--- src/rtl/watch_pkg.sv ---
// Shared constants, key codes, scanner states and digit helpers for the watch.
package watch_pkg;

  localparam logic [3:0] BLANK      = 4'hF;
  localparam logic [3:0] HH_MAX     = 4'd2;
  localparam logic [3:0] HL_MAX     = 4'd9;
  localparam logic [3:0] HL_MAX_H2  = 4'd3;
  localparam logic [3:0] MS_H_MAX   = 4'd5;
  localparam logic [3:0] MS_L_MAX   = 4'd9;

  // code = col*4 + row, both zero-based
  localparam logic [3:0] KEY_HH      = 4'd1;
  localparam logic [3:0] KEY_HL      = 4'd5;
  localparam logic [3:0] KEY_MH      = 4'd2;
  localparam logic [3:0] KEY_ML      = 4'd6;
  localparam logic [3:0] KEY_SH      = 4'd3;
  localparam logic [3:0] KEY_SL      = 4'd7;
  localparam logic [3:0] KEY_ALEN    = 4'd9;
  localparam logic [3:0] KEY_DISMISS = 4'd10;

  typedef enum logic [2:0] {S_IDLE, S_DEB, S_SCAN, S_EMIT, S_REL} scan_state_t;

  // {a..g}, active-high; anything outside 0-9 is dark
  function automatic logic [6:0] seg7(input logic [3:0] d);
    case (d)
      4'd0:    seg7 = 7'b1111110;
      4'd1:    seg7 = 7'b0110000;
      4'd2:    seg7 = 7'b1101101;
      4'd3:    seg7 = 7'b1111001;
      4'd4:    seg7 = 7'b0110011;
      4'd5:    seg7 = 7'b1011011;
      4'd6:    seg7 = 7'b1011111;
      4'd7:    seg7 = 7'b1110000;
      4'd8:    seg7 = 7'b1111111;
      4'd9:    seg7 = 7'b1111011;
      default: seg7 = 7'b0000000;
    endcase
  endfunction

  function automatic logic [3:0] wrap_inc(input logic [3:0] d, input logic [3:0] max);
    wrap_inc = (d >= max) ? 4'd0 : d + 4'd1;
  endfunction

  // Tens-of-hours bump; clamps the ones digit when entering the 20s
  function automatic logic [7:0] inc_hour_h(input logic [3:0] hh, input logic [3:0] hl);
    logic [3:0] nh;
    nh = wrap_inc(hh, HH_MAX);
    inc_hour_h = {nh, ((nh == HH_MAX) && (hl > HL_MAX_H2)) ? HL_MAX_H2 : hl};
  endfunction

  function automatic logic [3:0] inc_hour_l(input logic [3:0] hh, input logic [3:0] hl);
    inc_hour_l = wrap_inc(hl, (hh == HH_MAX) ? HL_MAX_H2 : HL_MAX);
  endfunction

endpackage

--- src/rtl/watch_alarm_key_matrix_scan.sv ---
// 4x4 matrix scanner: debounce press, locate key column by column, one event
// per press, then wait for a debounced release.
module key_matrix_scan
  import watch_pkg::*;
#(
  parameter int DEB_CYCLES = 1_000_000
) (
  input  logic       clk,
  input  logic       reset,
  input  logic [3:0] key_row,
  output logic [3:0] key_col,
  output logic       key_valid,
  output logic [3:0] key_code
);

  localparam int CW = $clog2(DEB_CYCLES + 1);

  scan_state_t   r_state, w_next;
  logic [CW-1:0] r_cnt, w_cnt;
  logic [1:0]    r_col, w_col;
  logic          r_ph, w_ph;
  logic [3:0]    r_code, w_code;
  logic          w_any_low;
  logic [1:0]    w_row_idx;

  assign w_any_low = ~&key_row;
  assign w_row_idx = !key_row[0] ? 2'd0 : !key_row[1] ? 2'd1 : !key_row[2] ? 2'd2 : 2'd3;

  // State and scan registers
  always_ff @(posedge clk or negedge reset) begin
    if (!reset) begin
      r_state <= S_IDLE;
      r_cnt   <= '0;
      r_col   <= 2'd0;
      r_ph    <= 1'b0;
      r_code  <= 4'd0;
    end else begin
      r_state <= w_next;
      r_cnt   <= w_cnt;
      r_col   <= w_col;
      r_ph    <= w_ph;
      r_code  <= w_code;
    end
  end

  // Next-state and column drive; all columns low outside SCAN so any key shows
  always_comb begin
    w_next  = r_state;
    w_cnt   = r_cnt;
    w_col   = r_col;
    w_ph    = r_ph;
    w_code  = r_code;
    key_col = 4'b0000;
    case (r_state)
      S_IDLE: begin
        w_cnt = '0;
        if (w_any_low) w_next = S_DEB;
      end
      S_DEB: begin
        if (!w_any_low) begin
          w_next = S_IDLE;
          w_cnt  = '0;
        end else if (r_cnt == CW'(DEB_CYCLES - 1)) begin
          w_next = S_SCAN;
          w_cnt  = '0;
          w_col  = 2'd0;
          w_ph   = 1'b0;
        end else begin
          w_cnt = r_cnt + 1'b1;
        end
      end
      S_SCAN: begin
        key_col = ~(4'b0001 << r_col);
        // first cycle lets the rows settle, second cycle samples
        if (!r_ph) begin
          w_ph = 1'b1;
        end else begin
          w_ph = 1'b0;
          if (w_any_low) begin
            w_code = {r_col, w_row_idx};
            w_next = S_EMIT;
          end else if (r_col == 2'd3) begin
            w_next = S_IDLE;
          end else begin
            w_col = r_col + 2'd1;
          end
        end
      end
      S_EMIT: begin
        w_next = S_REL;
        w_cnt  = '0;
      end
      S_REL: begin
        if (w_any_low) begin
          w_cnt = '0;
        end else if (r_cnt == CW'(DEB_CYCLES - 1)) begin
          w_next = S_IDLE;
          w_cnt  = '0;
        end else begin
          w_cnt = r_cnt + 1'b1;
        end
      end
      default: w_next = S_IDLE;
    endcase
  end

  assign key_valid = (r_state == S_EMIT);
  assign key_code  = r_code;

endmodule

--- src/rtl/watch_alarm.sv ---
// Six-digit watch with HH:MM alarm, keypad editing and 12/24-hour display.
module watch_alarm
  import watch_pkg::*;
#(
  parameter int TICK_DIV   = 100_000_000,
  parameter int SCAN_SHIFT = 10,
  parameter int DEB_CYCLES = 1_000_000,
  parameter int RING_SECS  = 60
) (
  input  logic       clk,
  input  logic       reset,
  input  logic       set,
  input  logic       alarm_set,
  input  logic       mode_12h,
  input  logic [3:0] key_row,
  output logic [3:0] key_col,
  output logic [5:0] num0_scan_select,
  output logic [6:0] num0_seg7,
  output logic       pm_led,
  output logic       alarm_out
);

  localparam int TW = $clog2(TICK_DIV + 1);
  localparam int RW = $clog2(RING_SECS + 1);
  localparam int SW = SCAN_SHIFT + 3;

  logic [TW-1:0] r_tick_cnt;
  logic          w_tick;
  logic          w_key_valid;
  logic [3:0]    w_key_code;
  logic [3:0]    r_hh, r_hl, r_mh, r_ml, r_sh, r_sl;
  logic [3:0]    r_ahh, r_ahl, r_amh, r_aml;
  logic [3:0]    w_nhh, w_nhl, w_nmh, w_nml, w_nsh, w_nsl;
  logic          r_alen, r_alarm;
  logic [RW-1:0] r_ring;
  logic          w_trig, w_dismiss, w_alen_tog, w_edit_t, w_edit_a;

  key_matrix_scan #(.DEB_CYCLES(DEB_CYCLES)) u_scan (
    .clk       (clk),
    .reset     (reset),
    .key_row   (key_row),
    .key_col   (key_col),
    .key_valid (w_key_valid),
    .key_code  (w_key_code)
  );

  assign w_tick     = !set && (r_tick_cnt == TW'(TICK_DIV - 1));
  assign w_edit_t   = w_key_valid && set && !alarm_set;
  assign w_edit_a   = w_key_valid && set && alarm_set;
  assign w_dismiss  = w_key_valid && (w_key_code == KEY_DISMISS);
  assign w_alen_tog = w_key_valid && (w_key_code == KEY_ALEN);
  assign w_trig     = w_tick && r_alen && ({w_nhh, w_nhl, w_nmh, w_nml} == {r_ahh, r_ahl, r_amh, r_aml})
                      && (w_nsh == 4'd0) && (w_nsl == 4'd0);

  // One-second divider, parked at zero while editing
  always_ff @(posedge clk or negedge reset) begin
    if (!reset)      r_tick_cnt <= '0;
    else if (set)    r_tick_cnt <= '0;
    else if (w_tick) r_tick_cnt <= '0;
    else             r_tick_cnt <= r_tick_cnt + 1'b1;
  end

  // Time after one second, full carry chain resolved combinationally
  always_comb begin
    {w_nhh, w_nhl, w_nmh, w_nml, w_nsh, w_nsl} = {r_hh, r_hl, r_mh, r_ml, r_sh, r_sl};
    if (r_sl == MS_L_MAX) begin
      w_nsl = 4'd0;
      if (r_sh == MS_H_MAX) begin
        w_nsh = 4'd0;
        if (r_ml == MS_L_MAX) begin
          w_nml = 4'd0;
          if (r_mh == MS_H_MAX) begin
            w_nmh = 4'd0;
            if (r_hh == HH_MAX && r_hl == HL_MAX_H2) begin
              w_nhh = 4'd0;
              w_nhl = 4'd0;
            end else if (r_hl == HL_MAX) begin
              w_nhl = 4'd0;
              w_nhh = r_hh + 4'd1;
            end else begin
              w_nhl = r_hl + 4'd1;
            end
          end else w_nmh = r_mh + 4'd1;
        end else w_nml = r_ml + 4'd1;
      end else w_nsh = r_sh + 4'd1;
    end else w_nsl = r_sl + 4'd1;
  end

  // Time registers: tick advance or per-digit key edit (never both, set gates the tick)
  always_ff @(posedge clk or negedge reset) begin
    if (!reset) begin
      {r_hh, r_hl, r_mh, r_ml, r_sh, r_sl} <= '0;
    end else if (w_tick) begin
      {r_hh, r_hl, r_mh, r_ml, r_sh, r_sl} <= {w_nhh, w_nhl, w_nmh, w_nml, w_nsh, w_nsl};
    end else if (w_edit_t) begin
      case (w_key_code)
        KEY_HH:  {r_hh, r_hl} <= inc_hour_h(r_hh, r_hl);
        KEY_HL:  r_hl <= inc_hour_l(r_hh, r_hl);
        KEY_MH:  r_mh <= wrap_inc(r_mh, MS_H_MAX);
        KEY_ML:  r_ml <= wrap_inc(r_ml, MS_L_MAX);
        KEY_SH:  r_sh <= wrap_inc(r_sh, MS_H_MAX);
        KEY_SL:  r_sl <= wrap_inc(r_sl, MS_L_MAX);
        default: ;
      endcase
    end
  end

  // Alarm HH:MM registers; seconds keys have no alarm target
  always_ff @(posedge clk or negedge reset) begin
    if (!reset) begin
      {r_ahh, r_ahl, r_amh, r_aml} <= '0;
    end else if (w_edit_a) begin
      case (w_key_code)
        KEY_HH:  {r_ahh, r_ahl} <= inc_hour_h(r_ahh, r_ahl);
        KEY_HL:  r_ahl <= inc_hour_l(r_ahh, r_ahl);
        KEY_MH:  r_amh <= wrap_inc(r_amh, MS_H_MAX);
        KEY_ML:  r_aml <= wrap_inc(r_aml, MS_L_MAX);
        default: ;
      endcase
    end
  end

  // Alarm enable toggles from the keypad in any mode
  always_ff @(posedge clk or negedge reset) begin
    if (!reset)          r_alen <= 1'b0;
    else if (w_alen_tog) r_alen <= ~r_alen;
  end

  // Ring control: trigger beats dismiss/disable; times out after RING_SECS ticks
  always_ff @(posedge clk or negedge reset) begin
    if (!reset) begin
      r_alarm <= 1'b0;
      r_ring  <= '0;
    end else if (w_trig) begin
      r_alarm <= 1'b1;
      r_ring  <= RW'(RING_SECS);
    end else if (!r_alen || w_alen_tog || w_dismiss) begin
      r_alarm <= 1'b0;
      r_ring  <= '0;
    end else if (w_tick && r_alarm) begin
      if (r_ring <= RW'(1)) begin
        r_alarm <= 1'b0;
        r_ring  <= '0;
      end else begin
        r_ring <= r_ring - 1'b1;
      end
    end
  end

  assign alarm_out = r_alarm;

  // ---------------- display ----------------
  logic [SW-1:0] r_scan;
  logic [2:0]    w_pos, r_pos;
  logic          w_show_alarm, w_pm, r_pm;
  logic [3:0]    w_dhh, w_dhl, w_d0, w_d1, w_d4, w_d5, w_dig;
  logic [4:0]    w_hbin, w_h12;
  logic [5:0]    r_sel;
  logic [6:0]    r_seg;

  assign w_pos        = r_scan[SW-1:SCAN_SHIFT];
  assign w_show_alarm = set && alarm_set;
  assign w_dhh        = w_show_alarm ? r_ahh : r_hh;
  assign w_dhl        = w_show_alarm ? r_ahl : r_hl;
  assign w_hbin       = 5'(w_dhh) * 5'd10 + 5'(w_dhl);
  assign w_h12        = (w_hbin == 5'd0) ? 5'd12 : (w_hbin > 5'd12) ? w_hbin - 5'd12 : w_hbin;
  assign w_pm         = mode_12h && (w_hbin >= 5'd12);
  assign w_d4         = w_show_alarm ? BLANK : r_sh;
  assign w_d5         = w_show_alarm ? BLANK : r_sl;

  // Hour digits: raw BCD in 24h mode, converted with leading-zero blank in 12h mode
  always_comb begin
    w_d0 = w_dhh;
    w_d1 = w_dhl;
    if (mode_12h) begin
      w_d0 = (w_h12 >= 5'd10) ? 4'd1 : BLANK;
      w_d1 = (w_h12 >= 5'd10) ? 4'(w_h12 - 5'd10) : 4'(w_h12);
    end
  end

  // Digit mux for the position selected in the previous cycle
  always_comb begin
    case (r_pos)
      3'd0:    w_dig = w_d0;
      3'd1:    w_dig = w_d1;
      3'd2:    w_dig = r_show_mh();
      3'd3:    w_dig = r_show_ml();
      3'd4:    w_dig = w_d4;
      3'd5:    w_dig = w_d5;
      default: w_dig = BLANK;
    endcase
  end

  function automatic logic [3:0] r_show_mh();
    r_show_mh = w_show_alarm ? r_amh : r_mh;
  endfunction

  function automatic logic [3:0] r_show_ml();
    r_show_ml = w_show_alarm ? r_aml : r_ml;
  endfunction

  // Free-running scan; select registered from the counter, segments one cycle behind
  always_ff @(posedge clk or negedge reset) begin
    if (!reset) begin
      r_scan <= '0;
      r_pos  <= 3'd7;
      r_sel  <= 6'b111111;
      r_seg  <= 7'b0;
      r_pm   <= 1'b0;
    end else begin
      r_scan <= r_scan + 1'b1;
      r_pos  <= w_pos;
      r_sel  <= (w_pos < 3'd6) ? ~(6'b100000 >> w_pos) : 6'b111111;
      r_seg  <= seg7(w_dig);
      r_pm   <= w_pm;
    end
  end

  assign num0_scan_select = r_sel;
  assign num0_seg7        = r_seg;
  assign pm_led           = r_pm;

endmodule

--- config.mk ---
export PLATFORM = sky130hd
export DESIGN_NAME = watch_alarm
export DESIGN_NICKNAME = d
export VERILOG_FILES = /design/src/rtl/watch_pkg.sv /design/src/rtl/watch_alarm_key_matrix_scan.sv /design/src/rtl/watch_alarm.sv
export SDC_FILE = /design/constraint.sdc
export NUM_CORES = 1
export LEC_CHECK = 0
export CAP_MARGIN = 20
export CORE_UTILIZATION = 55
export CTS_CLUSTER_DIAMETER = 30
export CTS_CLUSTER_SIZE = 8
export DETAILED_ROUTE_END_ITERATION = 16
export PLACE_DENSITY = 0.73
export RECOVER_POWER = 50
export SYNTH_ARGS = -nofsm -noshare
export SYNTH_HDL_FRONTEND = slang
export SYNTH_SLANG_ARGS = --single-unit
--- constraint.sdc ---
create_clock -name clk -period 11.1 [get_ports clk]
set_input_delay 1.665 -clock clk [delete_from_list [all_inputs] [get_ports clk]]
set_output_delay 1.665 -clock clk [all_outputs]
set_load 0.01 [all_outputs]
# == Yosys cells after proc, flatten, opt, wreduce, memory -nomap -nowiden ==
# Memories as Yosys holds them, arrays and structs flattened. A register that Yosys moved wholly into a read port is not among the register bits.
# Cells that the tools add are included.
# op_classes
addsub,18
mul,1
n_lt_le_gt_ge,17
n_eq_ne,43
shifts,2
n_mux,106
n_bitwise,4
n_reduce_logical,56
# ops
operator,n
2-to-1 mux 4 bit,64
2-to-1 mux 20 bit,3
one-hot mux 20 bit (3 select lines),1
2-to-1 mux 27 bit,2
adder 4 x 1 -> 4 bit (second input constant),10
2-to-1 mux 6 bit,5
== test 4 x 2 -> 1 bit (second input constant),7
adder 27 x 1 -> 27 bit (second input constant),1
== test 27 bit (second input constant),1
2-to-1 mux 3 bit,8
one-hot mux 4 bit (6 select lines),1
adder 20 x 1 -> 20 bit (second input constant),1
== test 20 bit (second input constant),1
== test 4 x 3 -> 1 bit (second input constant),5
== test 4 bit (second input constant),5
AND reduction 2 bit,9
== test 16 bit,1
logical AND 1 bit,16
one-hot mux 4 bit (2 select lines),2
nonzero test 2 bit,8
one-hot mux 3 bit (5 select lines),1
2-to-1 mux 2 bit,7
adder 13 x 1 -> 13 bit (second input constant),1
== test 3 x 2 -> 1 bit (second input constant),4
42 further kinds,83
# totals
reg_bits,128
mem_bits_ro,112
in_bits,9
out_inout_bits,19
wordCells,271
memories,1
# memory_table
memory,words,word_bits,rd,rd_ports_with_merged_regs,write_ports,line,rtl
(no name shown),16,7,1,1,0,watch_pkg.sv:25,case (d)

# == Longest topological paths before layout ==
# logic_depth
ltp_word,13
mapped_depth,21
mapped_depth_nobuf,19

# == Modules after synthesis ==
# Synthesis repeated with hierarchy kept, for this count alone.
# unflattened
hier_cells,999
hier_area_um2,8797.2
# by_module_without_submodules
module,instances,cells_each,area_per_inst_um2,seq_area_each_um2
watch_alarm,1,802,7055.5,2638.8
key_matrix_scan,1,197,1741.7,750.7

# == Least setup slack after synthesis ==
# OpenSTA, ideal clock, no wires.
# synth_path
path_type,input-to-reg
startpoint,input port set
endpoint,register r_seg[0] (netlist: num0_seg7[0])
setup_ps,90
t_arrival_ps,5238
t_required_ps,11010
path_slack_ps,5771
path_stages,18
n_path_buf,2
cell_sequence,and2_1 > buf_6 > clkbuf_1 > o21ai_0 > ha_1 > ha_1 > a311o_1 > xor2_1 > inv_1 > ha_1 > nand2_1 > nand3_1 > nor4_1 > o21ai_1 > o311ai_0 > o22ai_1 > or3_4 > o221ai_1
# synth_via
elab_chain_cells,11
word_cells_on_any_way,21
cone_classes,add/sub: 3; mul: 1; order compare: 2; mux: 13; reduce/logical: 2
# synth_rtl
item,line,rtl
start: declaration,watch_alarm.sv:12,"input logic set,"
logical AND 1 bit (*),watch_alarm.sv:162,assign w_show_alarm = set && alarm_set;
2-to-1 mux 4 bit,watch_alarm.sv:163,assign w_dhh = w_show_alarm ? r_ahh : r_hh;
multiplier 4 x 3 -> 4 bit,watch_alarm.sv:165,assign w_hbin = 5'(w_dhh) * 5'd10 + 5'(w_dhl);
adder 5 x 4 -> 5 bit,watch_alarm.sv:165,
subtractor 5 x 4 -> 5 bit or > comparator 5 x 4 -> 1 bit (tied branches),watch_alarm.sv:166,assign w_h12 = (w_hbin == 5'd0) ? 5'd12 : (w_hbin > 5'd12) ? w_hbin - 5'd12 : w_hbin;
2-to-1 mux 5 bit (2 in series),watch_alarm.sv:166,
subtractor 4 bit or greater-or-equal comparator 5 x 4 -> 1 bit (tied branches),"watch_alarm.sv:177, watch_alarm.sv:176",
"2-to-1 mux 4 bit, on equally long branches","watch_alarm.sv:177, watch_alarm.sv:176",
2-to-1 mux 4 bit,watch_alarm.sv:175,if (mode_12h) begin
one-hot mux 4 bit (6 select lines) (*),watch_alarm.sv:183,case (r_pos)
end: declaration,watch_alarm.sv:159,logic [6:0] r_seg;
# Mark *: on every way between the ends. The rest lies on a longest branch, timed or not.
# A chain may end at the register's enable or synchronous reset.

==> impl_metrics.json <==
{
  "power.density_cell_area_nw_per_um2": 167,
  "cp_slowest_stage_delay_ns": 2.48,
  "wl_met1_mm": 8.88,
  "ios": 28,
  "async_flop_share_pct": 100,
  "failed_checks": "max-capacitance violations, max-slew violations",
  "worst_clk_skew_ns": 0.00859,
  "dr.first_iter.drc_count": 464,
  "cts_tree": "done",
  "synth.most_common_cell": "dfrtp_1",
  "worst_slew_pin_slew_ns": 3.46,
  "synthTopCellsByCount": "126 x dfrtp_1, 113 x nand2_1, 109 x nor2_1, 71 x o21ai_0, 55 x nand3_1",
  "ctsLongestPathBuffers": 2,
  "clock_sinks": 135,
  "report.final.setup_viol": 0,
  "routed-via-count": 7241,
  "leakagePower_nw": 4.27,
  "r2r_cells": 15,
  "cp_common_cell": "clkbuf_1",
  "detail_route.wl_per_cell_um": 15.4,
  "routed_wl_mm": 19.1,
  "fin_tns_setup_ns": 0,
  "hold_class": "flip-flop to flip-flop",
  "grt_overflow": 0,
  "yosys_synthesis_warning_count": 0,
  "setup.worst_path.class": "input pin to asynchronous set/reset pin",
  "number_of_antenna_violations_at_the_first_check_in_global_routing": 0,
  "gp_routability_congestion": 0.892,
  "synthToLayoutAreaGrowth_pct": 12.1,
  "rr_endpoint": "num0_seg7[1]",
  "post-cts-setup-buffers": 0,
  "dominantRegCellSynth": "dfrtp_1",
  "first_global_vias": 6756,
  "critical_path.slowest_cell": "clkbuf_1",
  "run_status": "finished with violations",
  "synth_seq_area_share_pct": 38.8,
  "synth_top_area_share_pct": 36.1,
  "critical_path.endpoint_type": "asynchronous set/reset pin",
  "ctsResizeCount": 0,
  "synth_top_cells_by_area": "dfrtp_1 36%, ha_1 7.2%, nand2_1 4.9%, nor2_1 4.7%, o21ai_0 4.1%",
  "floorplan.die_area_um2": 16400,
  "startpoint_type": "input pin",
  "critPathMaxFanout": 66,
  "met3_length_um": 857,
  "core.rowCount": 45,
  "fmaxAchievable_mhz": 138,
  "reg2reg_setup_slack_ns": 6.87,
  "worstPathArrival_ns": 6.99,
  "timing.hold.worst_path_depth": 1,
  "fin_nets": 1077,
  "die_y_um": 128,
  "grt_pass1_wl_mm": 32.5,
  "clk_pin_slew_worst_paths_ns": 0.06,
  "period_minus_slack_ns": 7.24,
  "synthesized_flop_and_latch_total": 135,
  "port_buffers": 27,
  "floorplan.die.width_um": 128,
  "clk_root_buffer_cell": "clkbuf_16",
  "hold_bufs_at_cts": 0,
  "synth.distinct_cells": 71,
  "fill_cell_instance_count_of_the_final_layout": 1258,
  "clock_insertion_delay_worst_skew_ns": 0.42,
  "slew_headroom_pct": -130,
  "route.met2.wl_mm": 9.02,
  "hold-path-endpoint": "r_scan[9]",
  "post-route-period-util_pct": 65.2,
  "clock_tree.htree_level_count": 4,
  "timing.critical_path.cells": "clkbuf_1 > clkbuf_1 > clkbuf_1",
  "hpwlAfterDp_mm": 13.4,
  "synth_cells": 999,
  "grt_setup_unrepaired": "false",
  "antennaDiodeCount": 0,
  "hold_start": "r_scan[9]",
  "critPathRequiredTime_ns": 10.85,
  "grt_start_max_net_pins": 80,
  "vias_per_cell": 5.83,
  "postSynthAreaPerCell_um2": 8.74,
  "count_of_flip_flops_with_a_built_in_enable_after_synthesis": 0,
  "drt_first_pass_iters": 5,
  "postRouteAntennaNets": 0,
  "power.total_mw": 1.63,
  "route.top_layer_used": "met4",
  "initial_core_util_pct": 56.8,
  "numCtsBuffers": 17,
  "timing_hold_violations_final": 0,
  "share_of_cells_above_drive_strength_1_pct": 6.50,
  "grt_usage_pct": 25.0,
  "synth.cell_area_um2": 8730,
  "netlist.top_cell.by_area": "dfrtp_1",
  "drv_cap": 2,
  "drc": 0,
  "nets_in_the_synthesized_netlist": 1058,
  "core-area_um2": 15400,
  "regToRegStartpoint": "r_hh[0]",
  "maxSlewViolCount": 125,
  "ir_worst_vdd_uv": 125
}
## worst max path at each step
stage | start | end | depth (start not counted)
after floorplan | set | num0_seg7[0] | 18
after detailed placement | set | num0_seg7[3] | 18
final | reset | r_tick_cnt[15] | 3
after global placement | set | num0_seg7[6] | 16
after CTS | set | num0_seg7[3] | 18
after global routing | reset | r_tick_cnt[15] | 3
## routing by layer
| metal | up-vias | track usage [%] |
|---|---|---|
| met5 | - | 0 |
| met4 | 0 | 9.13 |
| met3 | 35 | 4.76 |
| met2 | 185 | 40.3 |
| met1 | 3436 | 33.5 |
| li1 | 3585 | - |
## logic make-up after synthesis
logic type	after synthesis	synth area share (%)
compound gates	207	15.0
buf+inv	72	3.27
fa+ha+maj	50	7.17
xor+xnor	73	7.33
mux	20	3.23
simple gates	442	25.2
flops	135	38.8
## state kept, by name, summed over array words and instances, names as in the netlist, 2 cells and up
| register | flops |
|---|---|
| r_tick_cnt | 27 |
| u_scan.r_cnt | 20 |
| r_scan | 13 |
| num0_seg7 | 7 |
| num0_scan_select | 6 |
| r_ring | 6 |
| r_ahh | 4 |
| r_ahl | 4 |
| r_amh | 4 |
| r_aml | 4 |
| r_hh | 4 |
| r_hl | 4 |
| r_mh | 4 |
| r_ml | 4 |
| r_sh | 4 |
| r_sl | 4 |
| u_scan.key_code | 4 |
| r_pos | 3 |
| u_scan.r_state | 3 |
| u_scan.r_col | 2 |
## where the power goes
group | total (mW) | switching (mW) | internal, mW
clock network | 0.604 | 0.225 | 0.380
logic | 0.431 | 0.245 | 0.186
registers | 0.600 | 0.0638 | 0.536
total | 1.63 | 0.533 | 1.10
## per-stage QoR
step                      hold slack, ns  std cells  util, %  cell area, um2  setup WS, ns
after floorplan                    0.353        999        -            8730          5.77
after global placement             0.456       1208     59.6            9160          4.57
after detailed placement           0.464       1208     59.6            9160          4.44
after CTS                          0.477       1240     63.7            9790          4.87
after global routing               0.488       1242     63.7            9790          2.44
final                              0.468       1242     63.7            9790          3.86
## area by class of cell
class	count	area, um2	share of cell area, %
Tap cell	211	264	2.70
Multi-Input combinational cell	792	5060	51.7
Timing Repair Buffer	32	294	3.00
Sequential cell	135	3390	34.6
Inverter	40	150	1.53
Clock buffer	19	433	4.42
Clock inverter	13	196	2.01
## cells in the final DEF, fill, tap and decap left out, drive strengths merged, types with 16 or more instances in the layout
cell	n
ha	50
dfrtp	126
nand2	113
a21oi	45
nand3	55
nand4	16
nand2b	25
clkdlybuf4s50	25
xnor2	36
xor2	37
and3	21
nor3	22
nor2	109
inv	43
clkbuf	22
o21ai	73
## worst max-delay path: cells and delay by family
kind                   cells  cell delay, ns
buffers and inverters      3            5.26
Power figures use the tool's default switching activity.
